<file path="src/rtl/ysyx_24080006_idu.sv">
// ============================================================================
// ysyx_24080006_idu : instruction decode stage (accept, decode, hold to EXU)
// Revision 1.0
// ============================================================================
`default_nettype none

module ysyx_24080006_idu #(
  parameter int RF_AW = 5
) (
  input  logic             clock,
  input  logic             reset,
  input  logic             ifu2idu_valid,
  input  logic [31:0]      ifu2idu_inst,
  input  logic [31:0]      ifu2idu_pc,
  output logic             idu2ifu_ready,
  output logic [RF_AW-1:0] rf_raddr1,
  output logic [RF_AW-1:0] rf_raddr2,
  input  logic [31:0]      rf_rdata1,
  input  logic [31:0]      rf_rdata2,
  input  logic             exu2idu_ready,
  output logic             idu2exu_valid,
  output logic [31:0]      pc,
  output logic [31:0]      inst,
  output logic [31:0]      src1,
  output logic [31:0]      src2,
  output logic [31:0]      imm,
  output logic [RF_AW-1:0] rd,
  output logic [3:0]       alu_op,
  output logic             a_pc,
  output logic             b_imm,
  output logic             rf_we,
  output logic             mem_rd,
  output logic             mem_wr,
  output logic             branch,
  output logic             jump,
  output logic             csr,
  output logic             ecall,
  output logic             ebreak,
  output logic             mret,
  output logic             illegal,
  output logic [2:0]       funct3
);

  localparam logic [6:0] c_lui    = 7'b0110111;
  localparam logic [6:0] c_auipc  = 7'b0010111;
  localparam logic [6:0] c_jal    = 7'b1101111;
  localparam logic [6:0] c_jalr   = 7'b1100111;
  localparam logic [6:0] c_branch = 7'b1100011;
  localparam logic [6:0] c_load   = 7'b0000011;
  localparam logic [6:0] c_store  = 7'b0100011;
  localparam logic [6:0] c_opimm  = 7'b0010011;
  localparam logic [6:0] c_op     = 7'b0110011;
  localparam logic [6:0] c_fence  = 7'b0001111;
  localparam logic [6:0] c_system = 7'b1110011;

  localparam logic [3:0] c_alu_add = 4'd0;

  typedef enum logic [0:0] {IDLE = 1'b0, HOLD = 1'b1} state_t;
  state_t state;

  // alt selects SUB for funct3 000 and SRA for funct3 101
  function automatic logic [3:0] alu_of(input logic [2:0] f3, input logic alt);
    case (f3)
      3'b000:  alu_of = alt ? 4'd1 : 4'd0;
      3'b001:  alu_of = 4'd2;
      3'b010:  alu_of = 4'd3;
      3'b011:  alu_of = 4'd4;
      3'b100:  alu_of = 4'd5;
      3'b101:  alu_of = alt ? 4'd7 : 4'd6;
      3'b110:  alu_of = 4'd8;
      default: alu_of = 4'd9;
    endcase
  endfunction

  logic [6:0]  w_opcode;
  logic [2:0]  w_f3;
  logic [6:0]  w_f7;
  logic [31:0] w_imm_i, w_imm_s, w_imm_b, w_imm_u, w_imm_j;
  logic [31:0] w_imm;
  logic [3:0]  w_alu;
  logic        w_a_pc, w_b_imm, w_we, w_mrd, w_mwr, w_br, w_jmp, w_csr;
  logic        w_ecall, w_ebreak, w_mret, w_bad, w_zero_src1;
  logic        w_use_rd, w_use_rs1, w_use_rs2;
  logic        w_idx_bad, w_illegal, w_rd_nz;

  assign w_opcode = ifu2idu_inst[6:0];
  assign w_f3     = ifu2idu_inst[14:12];
  assign w_f7     = ifu2idu_inst[31:25];
  assign w_imm_i  = {{20{ifu2idu_inst[31]}}, ifu2idu_inst[31:20]};
  assign w_imm_s  = {{20{ifu2idu_inst[31]}}, ifu2idu_inst[31:25], ifu2idu_inst[11:7]};
  assign w_imm_b  = {{20{ifu2idu_inst[31]}}, ifu2idu_inst[7], ifu2idu_inst[30:25],
                     ifu2idu_inst[11:8], 1'b0};
  assign w_imm_u  = {ifu2idu_inst[31:12], 12'b0};
  assign w_imm_j  = {{12{ifu2idu_inst[31]}}, ifu2idu_inst[19:12], ifu2idu_inst[20],
                     ifu2idu_inst[30:21], 1'b0};

  assign rf_raddr1     = ifu2idu_inst[15 +: RF_AW];
  assign rf_raddr2     = ifu2idu_inst[20 +: RF_AW];
  assign idu2ifu_ready = (state == IDLE);
  assign idu2exu_valid = (state == HOLD);

  always_comb begin
    w_imm       = '0;
    w_alu       = c_alu_add;
    w_a_pc      = 1'b0;
    w_b_imm     = 1'b0;
    w_we        = 1'b0;
    w_mrd       = 1'b0;
    w_mwr       = 1'b0;
    w_br        = 1'b0;
    w_jmp       = 1'b0;
    w_csr       = 1'b0;
    w_ecall     = 1'b0;
    w_ebreak    = 1'b0;
    w_mret      = 1'b0;
    w_bad       = 1'b0;
    w_zero_src1 = 1'b0;
    w_use_rd    = 1'b0;
    w_use_rs1   = 1'b0;
    w_use_rs2   = 1'b0;
    case (w_opcode)
      c_lui: begin
        w_imm = w_imm_u; w_b_imm = 1'b1; w_we = 1'b1; w_zero_src1 = 1'b1; w_use_rd = 1'b1;
      end
      c_auipc: begin
        w_imm = w_imm_u; w_a_pc = 1'b1; w_b_imm = 1'b1; w_we = 1'b1; w_use_rd = 1'b1;
      end
      c_jal: begin
        w_imm = w_imm_j; w_jmp = 1'b1; w_a_pc = 1'b1; w_b_imm = 1'b1; w_we = 1'b1;
        w_use_rd = 1'b1;
      end
      c_jalr: begin
        w_imm = w_imm_i; w_jmp = 1'b1; w_b_imm = 1'b1; w_we = 1'b1;
        w_use_rd = 1'b1; w_use_rs1 = 1'b1; w_bad = (w_f3 != 3'b000);
      end
      c_branch: begin
        w_imm = w_imm_b; w_br = 1'b1; w_use_rs1 = 1'b1; w_use_rs2 = 1'b1;
        w_bad = (w_f3 == 3'b010) || (w_f3 == 3'b011);
      end
      c_load: begin
        w_imm = w_imm_i; w_mrd = 1'b1; w_b_imm = 1'b1; w_we = 1'b1;
        w_use_rd = 1'b1; w_use_rs1 = 1'b1;
        w_bad = (w_f3 == 3'b011) || (w_f3 == 3'b110) || (w_f3 == 3'b111);
      end
      c_store: begin
        w_imm = w_imm_s; w_mwr = 1'b1; w_b_imm = 1'b1; w_use_rs1 = 1'b1; w_use_rs2 = 1'b1;
        w_bad = (w_f3[2] == 1'b1) || (w_f3 == 3'b011);
      end
      c_opimm: begin
        w_imm = w_imm_i; w_b_imm = 1'b1; w_we = 1'b1; w_use_rd = 1'b1; w_use_rs1 = 1'b1;
        w_alu = alu_of(w_f3, (w_f3 == 3'b101) && w_f7[5]);
        if (w_f3 == 3'b001)
          w_bad = (w_f7 != 7'b0000000);
        else if (w_f3 == 3'b101)
          w_bad = (w_f7 != 7'b0000000) && (w_f7 != 7'b0100000);
      end
      c_op: begin
        w_we = 1'b1; w_use_rd = 1'b1; w_use_rs1 = 1'b1; w_use_rs2 = 1'b1;
        w_alu = alu_of(w_f3, w_f7[5]);
        w_bad = ((w_f7 != 7'b0000000) && (w_f7 != 7'b0100000)) ||
                (w_f7[5] && (w_f3 != 3'b000) && (w_f3 != 3'b101));
      end
      c_fence: ;
      c_system: begin
        w_imm = w_imm_i;
        if (w_f3 == 3'b000) begin
          w_ecall  = (ifu2idu_inst == 32'h0000_0073);
          w_ebreak = (ifu2idu_inst == 32'h0010_0073);
          w_mret   = (ifu2idu_inst == 32'h3020_0073);
          w_bad    = !(w_ecall || w_ebreak || w_mret);
        end else begin
          w_csr = 1'b1; w_we = 1'b1; w_use_rd = 1'b1; w_use_rs1 = !w_f3[2];
          w_bad = (w_f3 == 3'b100);
        end
      end
      default: w_bad = 1'b1;
    endcase
  end

  // Narrow register files flag any referenced index with its top bit set
  assign w_idx_bad = (RF_AW < 5) && ((w_use_rd  && ifu2idu_inst[11]) ||
                                     (w_use_rs1 && ifu2idu_inst[19]) ||
                                     (w_use_rs2 && ifu2idu_inst[24]));
  assign w_illegal = w_bad || (ifu2idu_inst[1:0] != 2'b11) || w_idx_bad;
  assign w_rd_nz   = (ifu2idu_inst[11:7] != 5'd0);

  always_ff @(posedge clock) begin
    if (reset) begin
      state   <= IDLE;
      pc      <= '0;
      inst    <= '0;
      src1    <= '0;
      src2    <= '0;
      imm     <= '0;
      rd      <= '0;
      alu_op  <= '0;
      a_pc    <= 1'b0;
      b_imm   <= 1'b0;
      rf_we   <= 1'b0;
      mem_rd  <= 1'b0;
      mem_wr  <= 1'b0;
      branch  <= 1'b0;
      jump    <= 1'b0;
      csr     <= 1'b0;
      ecall   <= 1'b0;
      ebreak  <= 1'b0;
      mret    <= 1'b0;
      illegal <= 1'b0;
      funct3  <= '0;
    end else begin
      case (state)
        IDLE: if (ifu2idu_valid) begin
          state   <= HOLD;
          pc      <= ifu2idu_pc;
          inst    <= ifu2idu_inst;
          src1    <= w_zero_src1 ? 32'd0 : rf_rdata1;
          src2    <= rf_rdata2;
          imm     <= w_imm;
          rd      <= ifu2idu_inst[7 +: RF_AW];
          alu_op  <= w_alu;
          a_pc    <= w_a_pc;
          b_imm   <= w_b_imm;
          rf_we   <= w_we && w_rd_nz && !w_illegal;
          mem_rd  <= w_mrd && !w_illegal;
          mem_wr  <= w_mwr && !w_illegal;
          branch  <= w_br && !w_illegal;
          jump    <= w_jmp && !w_illegal;
          csr     <= w_csr && !w_illegal;
          ecall   <= w_ecall;
          ebreak  <= w_ebreak;
          mret    <= w_mret;
          illegal <= w_illegal;
          funct3  <= w_f3;
        end
        HOLD: if (exu2idu_ready) state <= IDLE;
        default: state <= IDLE;
      endcase
    end
  end

endmodule

`default_nettype wire

</file>
<file path="config.mk">
export PLATFORM = sky130hd
export DESIGN_NAME = ysyx_24080006_idu
export DESIGN_NICKNAME = d
export VERILOG_FILES = /design/src/rtl/ysyx_24080006_idu.sv
export SDC_FILE = /design/constraint.sdc
export NUM_CORES = 1
export LEC_CHECK = 0
export CORE_MARGIN = 2
export CORE_UTILIZATION = 44
export DETAILED_ROUTE_END_ITERATION = 16
export GPL_ROUTABILITY_DRIVEN = 0
export GPL_TIMING_DRIVEN = 0
export PLACE_DENSITY = 0.85
export SKIP_CTS_REPAIR_TIMING = 1
export SYNTH_ARGS = -nofsm -noshare
export SYNTH_HDL_FRONTEND = slang
export SYNTH_SLANG_ARGS = --single-unit
</file>
<file path="constraint.sdc">
create_clock -name clock -period 3.7 [get_ports clock]
set_input_delay 0.74 -clock clock [delete_from_list [all_inputs] [get_ports clock]]
set_output_delay 0.74 -clock clock [all_outputs]
set_load 0.01 [all_outputs]
</file>
==> results of run 1 <==
-- metal layers --
layer  track usage (%)  wire (µm)  share of wire, %  vias to the layer above
met2             49.47      12140                49                      348
met3             7.638       2069               8.3                       60
met5                 0          0                 0                        -
met4             10.74        752               3.0                        0
met1             35.03       9985                40                     3515
li1                  -          -                 -                     3531
-- kinds of logic after synthesis --
group                     Yosys count  share of synthesized area (%)
AOI/OAI and AO/OA                 235                          21.62
xor gates and xnor gates            2                         0.2533
buffers and inverters              88                          5.844
DFF                               177                          51.24
and+or+nand+nor                   332                          21.04
-- state kept, by name (all words and copies together) (netlist names) --
name,count
inst,32
src1,32
mem_wr,1
illegal,1
pc,32
b_imm,1
src2,32
imm,32
a_pc,1
ecall,1
branch,1
rf_we,1
jump,1
idu2exu_valid,1
ebreak,1
alu_op,4
mret,1
csr,1
mem_rd,1
-- power by group --
group	switching, mW	internal (mW)	total (mW)
Combinational	0.368	0.387	0.755
Clock	0.709	1.10	1.81
Sequential	0.0492	1.99	2.04
-- critical path, delay by kind of cell --
family	cells	cell delay [ns]
buf+inv	3	1.38
-- final cells by class --
cell class	count	share of cell area [%]
tap	211	2.393
clock inverter	5	0.9639
inverter	4	0.1361
sequential	177	32.12
buffer	84	3.527
multi-input combinational	569	26.90
clock buffer	22	4.298
timing repair buffer	327	29.67
-- placed cells by master, fill, tap and decap left out, types with 3 or more instances in the layout --
master           instances
clkdlybuf4s50_1        327
nand2_1                225
dfxtp_1                177
a21oi_1                123
clkbuf_1                59
nor2_1                  48
a22oi_1                 40
a22o_1                  27
o21ai_0                 21
buf_4                   18
clkbuf_16               17
nand2b_1                 9
nor3_1                   7
a211oi_1                 5
o41ai_2                  5
inv_1                    4
buf_1                    4
buf_2                    4
nor3b_1                  4
nand3b_1                 4
nand3_1                  4
and2_1                   3
and3_1                   3
nor2b_1                  3
nor4_1                   3
nand4_1                  3
bufinv_16                3
clkbuf_8                 3
-- through the flow --
step | utilization (%) | hold WS (ns)
after floorplan | - | 0.4761
after CTS | 72.31 | 0.4525
after global routing | 72.31 | 0.4669
final | 72.31 | 0.4516
after global placement | 68.50 | 0.4407
after detailed placement | 68.50 | 0.4438
-- worst paths after layout --
kind,cells after the start,end,slack [ns]
hold reg to reg,2,mret,0.45
setup / recovery,3,rf_raddr2[0],0.83
hold / removal,2,mret,0.45
setup reg to reg,5,inst[14],1.41
==> impl_metrics.csv, run 1 <==
group,metric,value,unit
logic_synthesis,synthDistinctLibCells,53,
logic_synthesis,yosysMostFrequentCell,"nand2_1",
timing,fin_skew,0.005765,ns
logic_synthesis,ys_ff_latch,177,
grt,grt_pass1_wl,37.37,mm
timing,hold_violations,0,
logic_synthesis,synthFlopType,"dfxtp_1",
logic_synthesis,synthCells,834,
cts,cts_tree,"built",
placement,dp_hpwl,18.90,mm
logic_synthesis,yosys-top-cells-area,"dfxtp_1, nand2_1, a21oi_1, a22oi_1, a22o_1",
logic_synthesis,yosysTopAreaCell,"dfxtp_1",
cts,cts.sinks,177,
logic_synthesis,synth_commonest_cells,"nand2_1, dfxtp_1, a21oi_1",
cells_and_area,design_area,11030,µm²
run_status,status,"completed",
setup_path,critPathLaunchType,"input pin",
timing,final.period_utilization,77.50,%
setup_path,path_cells,"clkdlybuf4s50_1 -> buf_4 -> clkdlybuf4s50_1",
setup_path,crit_type,"input pin to output pin",
drt,dr.pass1.iters,8,
timing,max_freq,348.8,MHz
setup_path,cp_common_cell,"clkdlybuf4s50_1",
flow_run,drv_cap,0,
grt,grt_start_max_net_pins,17,
setup_path,slowest_stage,"clkdlybuf4s50_1",
setup_path,arrival,2.13,ns
logic_synthesis,synth_edf_count,0,
timing,final_max_slew_viol_count,0,
cells_and_area,diodes,0,
setup_path,reg2reg_from,"idu2exu_valid",
cells_and_area,fillers,1162,
setup_path,worstSetupEndpointType,"output pin",
placement,dp_slack,0.4888,ns
logic_synthesis,synthesis.nets,966,
grt,grt_overflow,0,
power,vdd_drop_max,0.3822,mV
timing,setup_violations,0,
drt,viasPerCell,5.328,
cts,clock_path_buffers,2,
cts,clk_pin_slew,0.06,ns
cells_and_area,nets,1312,
grt,track_usage,28.93,%
cells_and_area,seqCellArea,3543,µm²
timing,period_needed,2.867,ns
cells_and_area,synthToLayoutAreaGrowth,59.54,%
setup_path,slowest_delay,0.69,ns
cts,cts.htree.levels,4,
logic_synthesis,async_flop_share,0,%
cells_and_area,drive_above_1_share,5.051,%
timing,setup_slack,0.8326,ns
power,total_power,4.607,mW
placement,dp.cells,1372,
timing,slew_headroom,28.27,%
timing,rsz0062_at_grt,"no",
setup_path,crit_start,"ifu2idu_inst[20]",
drt,postRouteAntennaNets,0,
cells_and_area,multi_input_area,2968,µm²
setup_path,required,2.96,ns
setup_path,cp_max_fo,8,
placement,io_buffers,327,
floorplanning,rows,45,
timing,worst_slew_pin_slew,1.066,ns
floorplanning,die_w,129.4,µm
power,power_density,417.6,nW/µm²
floorplanning,die_y,129.4,µm
min_path,worstHoldStart,"mret",
floorplanning,die_area,16740,µm²
grt,antenna_found_initial,0,
min_path,holdCritPathClass,"register to register",
floorplanning,start_util,45.32,%
drt,vias,7454,
floorplanning,io_pins,328,
cts,cts-buffers-inserted,17,
cts,cts_root_buffer,"clkbuf_16",
logic_synthesis,synth_top_area_share,51.24,%
timing,finalSetupTns,0,ns
logic_synthesis,yosysWarnings,0,
drt,drtIter0Drc,613,
floorplanning,core,15260,µm²
logic_synthesis,synth.cell_area,6915,µm²
grt,grt_pass1_vias,7043,
power,p_leak,4.083,nW
drt,routed_wirelength,24.95,mm
drt,detail_route.wl_per_cell,17.83,µm
placement,placed_area,10450,µm²
logic_synthesis,seq_area_frac_synth,51.24,%
drt,drc,0,
cells_and_area,instances_no_fill,1399,
logic_synthesis,syn_area_per_cell,8.292,µm²
cts,clock_latency,0.42,ns
Power figures use the tool's default switching activity.
==> inputs of run 2 (changes only) <==
--- a/config.mk
+++ b/config.mk
@@ -6,11 +6,11 @@
 export NUM_CORES = 1
 export LEC_CHECK = 0
 export CORE_MARGIN = 2
-export CORE_UTILIZATION = 44
+export CORE_UTILIZATION = 41
 export DETAILED_ROUTE_END_ITERATION = 16
 export GPL_ROUTABILITY_DRIVEN = 0
 export GPL_TIMING_DRIVEN = 0
-export PLACE_DENSITY = 0.85
+export PLACE_DENSITY = 0.8
 export SKIP_CTS_REPAIR_TIMING = 1
 export SYNTH_ARGS = -nofsm -noshare
 export SYNTH_HDL_FRONTEND = slang
==> constraint.sdc (replaced) <==
create_clock -name clock -period 2.7 [get_ports clock]
set_input_delay 0.54 -clock clock [delete_from_list [all_inputs] [get_ports clock]]
set_output_delay 0.54 -clock clock [all_outputs]
set_load 0.01 [all_outputs]
==> impl_metrics.csv, run 2 (same netlist as run 1, synthesis figures left out) <==
group,metric,value,unit
run_status,status,"completed",
cts,clock_latency,0.42,ns
timing,worst_slew_pin_slew,1.169,ns
power,power_density,560.5,nW/µm²
timing,fin_skew,0.005755,ns
cts,cts.sinks,177,
power,p_leak,4.083,nW
setup_path,path_cells,"clkdlybuf4s50_1 -> nor2_1 -> nand2_1 -> a21boi_1 -> nor4_1 -> a22o_2",
placement,dp.cells,1381,
cts,clock_path_buffers,2,
placement,dp_hpwl,18.82,mm
timing,whs,0.4532,ns
floorplanning,core,16520,µm²
cells_and_area,utilization,66.72,%
drt,postRouteAntennaNets,0,
grt,antenna_found_initial,0,
cts,cts_tree,"built",
drt,vias,7390,
cells_and_area,synthToLayoutAreaGrowth,59.44,%
timing,rsz0062_at_grt,"no",
cells_and_area,layout_common_cells,"clkdlybuf4s50_1, nand2_1, dfxtp_1, a21oi_1, clkbuf_1",
timing,slew_headroom,21.38,%
min_path,holdCritPathClass,"register to register",
floorplanning,die_w,133.9,µm
drt,detail_route.wl_per_cell,17.56,µm
setup_path,worstSetupEndpointType,"register",
floorplanning,rows,47,
setup_path,critPathLaunchType,"input pin",
setup_path,reg2regPathDepth,5,
cells_and_area,layout_commonest_cell,"clkdlybuf4s50_1",
cells_and_area,nets,1312,
placement,placed_area,10460,µm²
drt,viasPerCell,5.234,
timing,setup_violations,0,
floorplanning,io_pins,328,
setup_path,crit_type,"input pin to register",
drt,drtIter0Drc,614,
power,vdd_drop_max,0.4286,mV
grt,grt_start_max_net_pins,17,
cts,clk_pin_slew,0.07,ns
grt,grt_pass1_wl,37.98,mm
cts,cts-buffers-inserted,17,
setup_path,cp.depth,6,
floorplanning,die_area,17920,µm²
timing,period_needed,2.560,ns
floorplanning,die_y,133.9,µm
grt,track_usage,27.06,%
setup_path,path_buf_inv,1,
floorplanning,start_util,41.85,%
setup_path,required,3.07,ns
min_path,hold_depth,2,
timing,hold_violations,0,
cts,cts.htree.levels,4,
cells_and_area,seqCellArea,3543,µm²
drt,routed_wirelength,24.79,mm
timing,final.period_utilization,94.82,%
cells_and_area,design_area,11030,µm²
setup_path,crit_family,"simple AND/OR/NAND/NOR gates",
setup_path,arrival,2.93,ns
timing,max_freq,390.6,MHz
timing,final_max_slew_viol_count,0,
cells_and_area,multi_input_area,2972,µm²
placement,io_buffers,327,
grt,grt_pass1_vias,7037,
grt,grt_overflow,0,
cells_and_area,diodes,0,
cells_and_area,drive_above_1_share,5.789,%
cells_and_area,instances_no_fill,1412,
setup_path,slowest_delay,0.90,ns
flow_run,drv_cap,0,
setup_path,cp_max_fo,7,
cells_and_area,fillers,1406,
setup_path,slowest_stage,"nor4_1",
drt,dr.pass1.iters,6,
drt,drc,0,
cts,cts_root_buffer,"clkbuf_16",
==> run 2: cell types whose count changed in the layout (fill, tap and decap cells not counted), moves of 2 or more <==
cell / previous run / this run
bufinv_16: 3 / 1
clkbuf_1: 59 / 55
clkbuf_2: 1 / 4
clkinv_4: 1 / 3
clkbuf_8: 3 / 1
clkinv_2: 0 / 4
==> run 2: worst paths after layout <==
path | from | endpoint | slack, ns
worst max register to register | idu2exu_valid | inst[5] | 0.52
worst min-delay path | inst[17] | inst[17] | 0.45
worst max-delay path | ifu2idu_inst[5] | imm[5] | 0.14
worst min register to register | inst[17] | inst[17] | 0.45
==> run 2: area by class of cell <==
cell class,count,share of cell area [%]
Sequential cell,177,32.14
Inverter,4,0.1362
Clock buffer,19,4.017
Timing Repair Buffer,327,29.69
Clock inverter,12,1.010
Multi-Input combinational cell,569,26.95
Tap cell,220,2.497
Buffer,84,3.563
==> run 2: per-stage QoR <==
step	power, mW	setup TNS [ns]	worst slack, ns
final	6.180	0	0.1398
after global routing	6.412	0	0.03314
after CTS	6.220	0	0.1302
after detailed placement	3.880	-25.34	-0.2956
after global placement	3.866	-21.78	-0.2561
after floorplan	3.258	0	0.4987
==> run 2: worst min-delay path, stage by stage, from the launching register on <==
cell and delay, ns:
dfxtp_1 0.31, nand2_1 0.05, a21oi_1 0.05
==> run 2: per-layer routing <==
layer | vias up | global-route usage [%] | routed length (µm)
met5 | - | 0 | 0
met4 | 0 | 8.629 | 535
met3 | 44 | 7.861 | 2100
met2 | 338 | 45.73 | 12010
met1 | 3468 | 33.27 | 10150
li1 | 3540 | - | -
==> run 2: power breakdown <==
| part | switching (mW) | total [mW] | internal, mW |
|---|---|---|---|
| Sequential | 0.0667 | 2.80 | 2.73 |
| Clock | 1.05 | 2.35 | 1.30 |
| Combinational | 0.501 | 1.03 | 0.531 |
| Total | 1.62 | 6.18 | 4.56 |
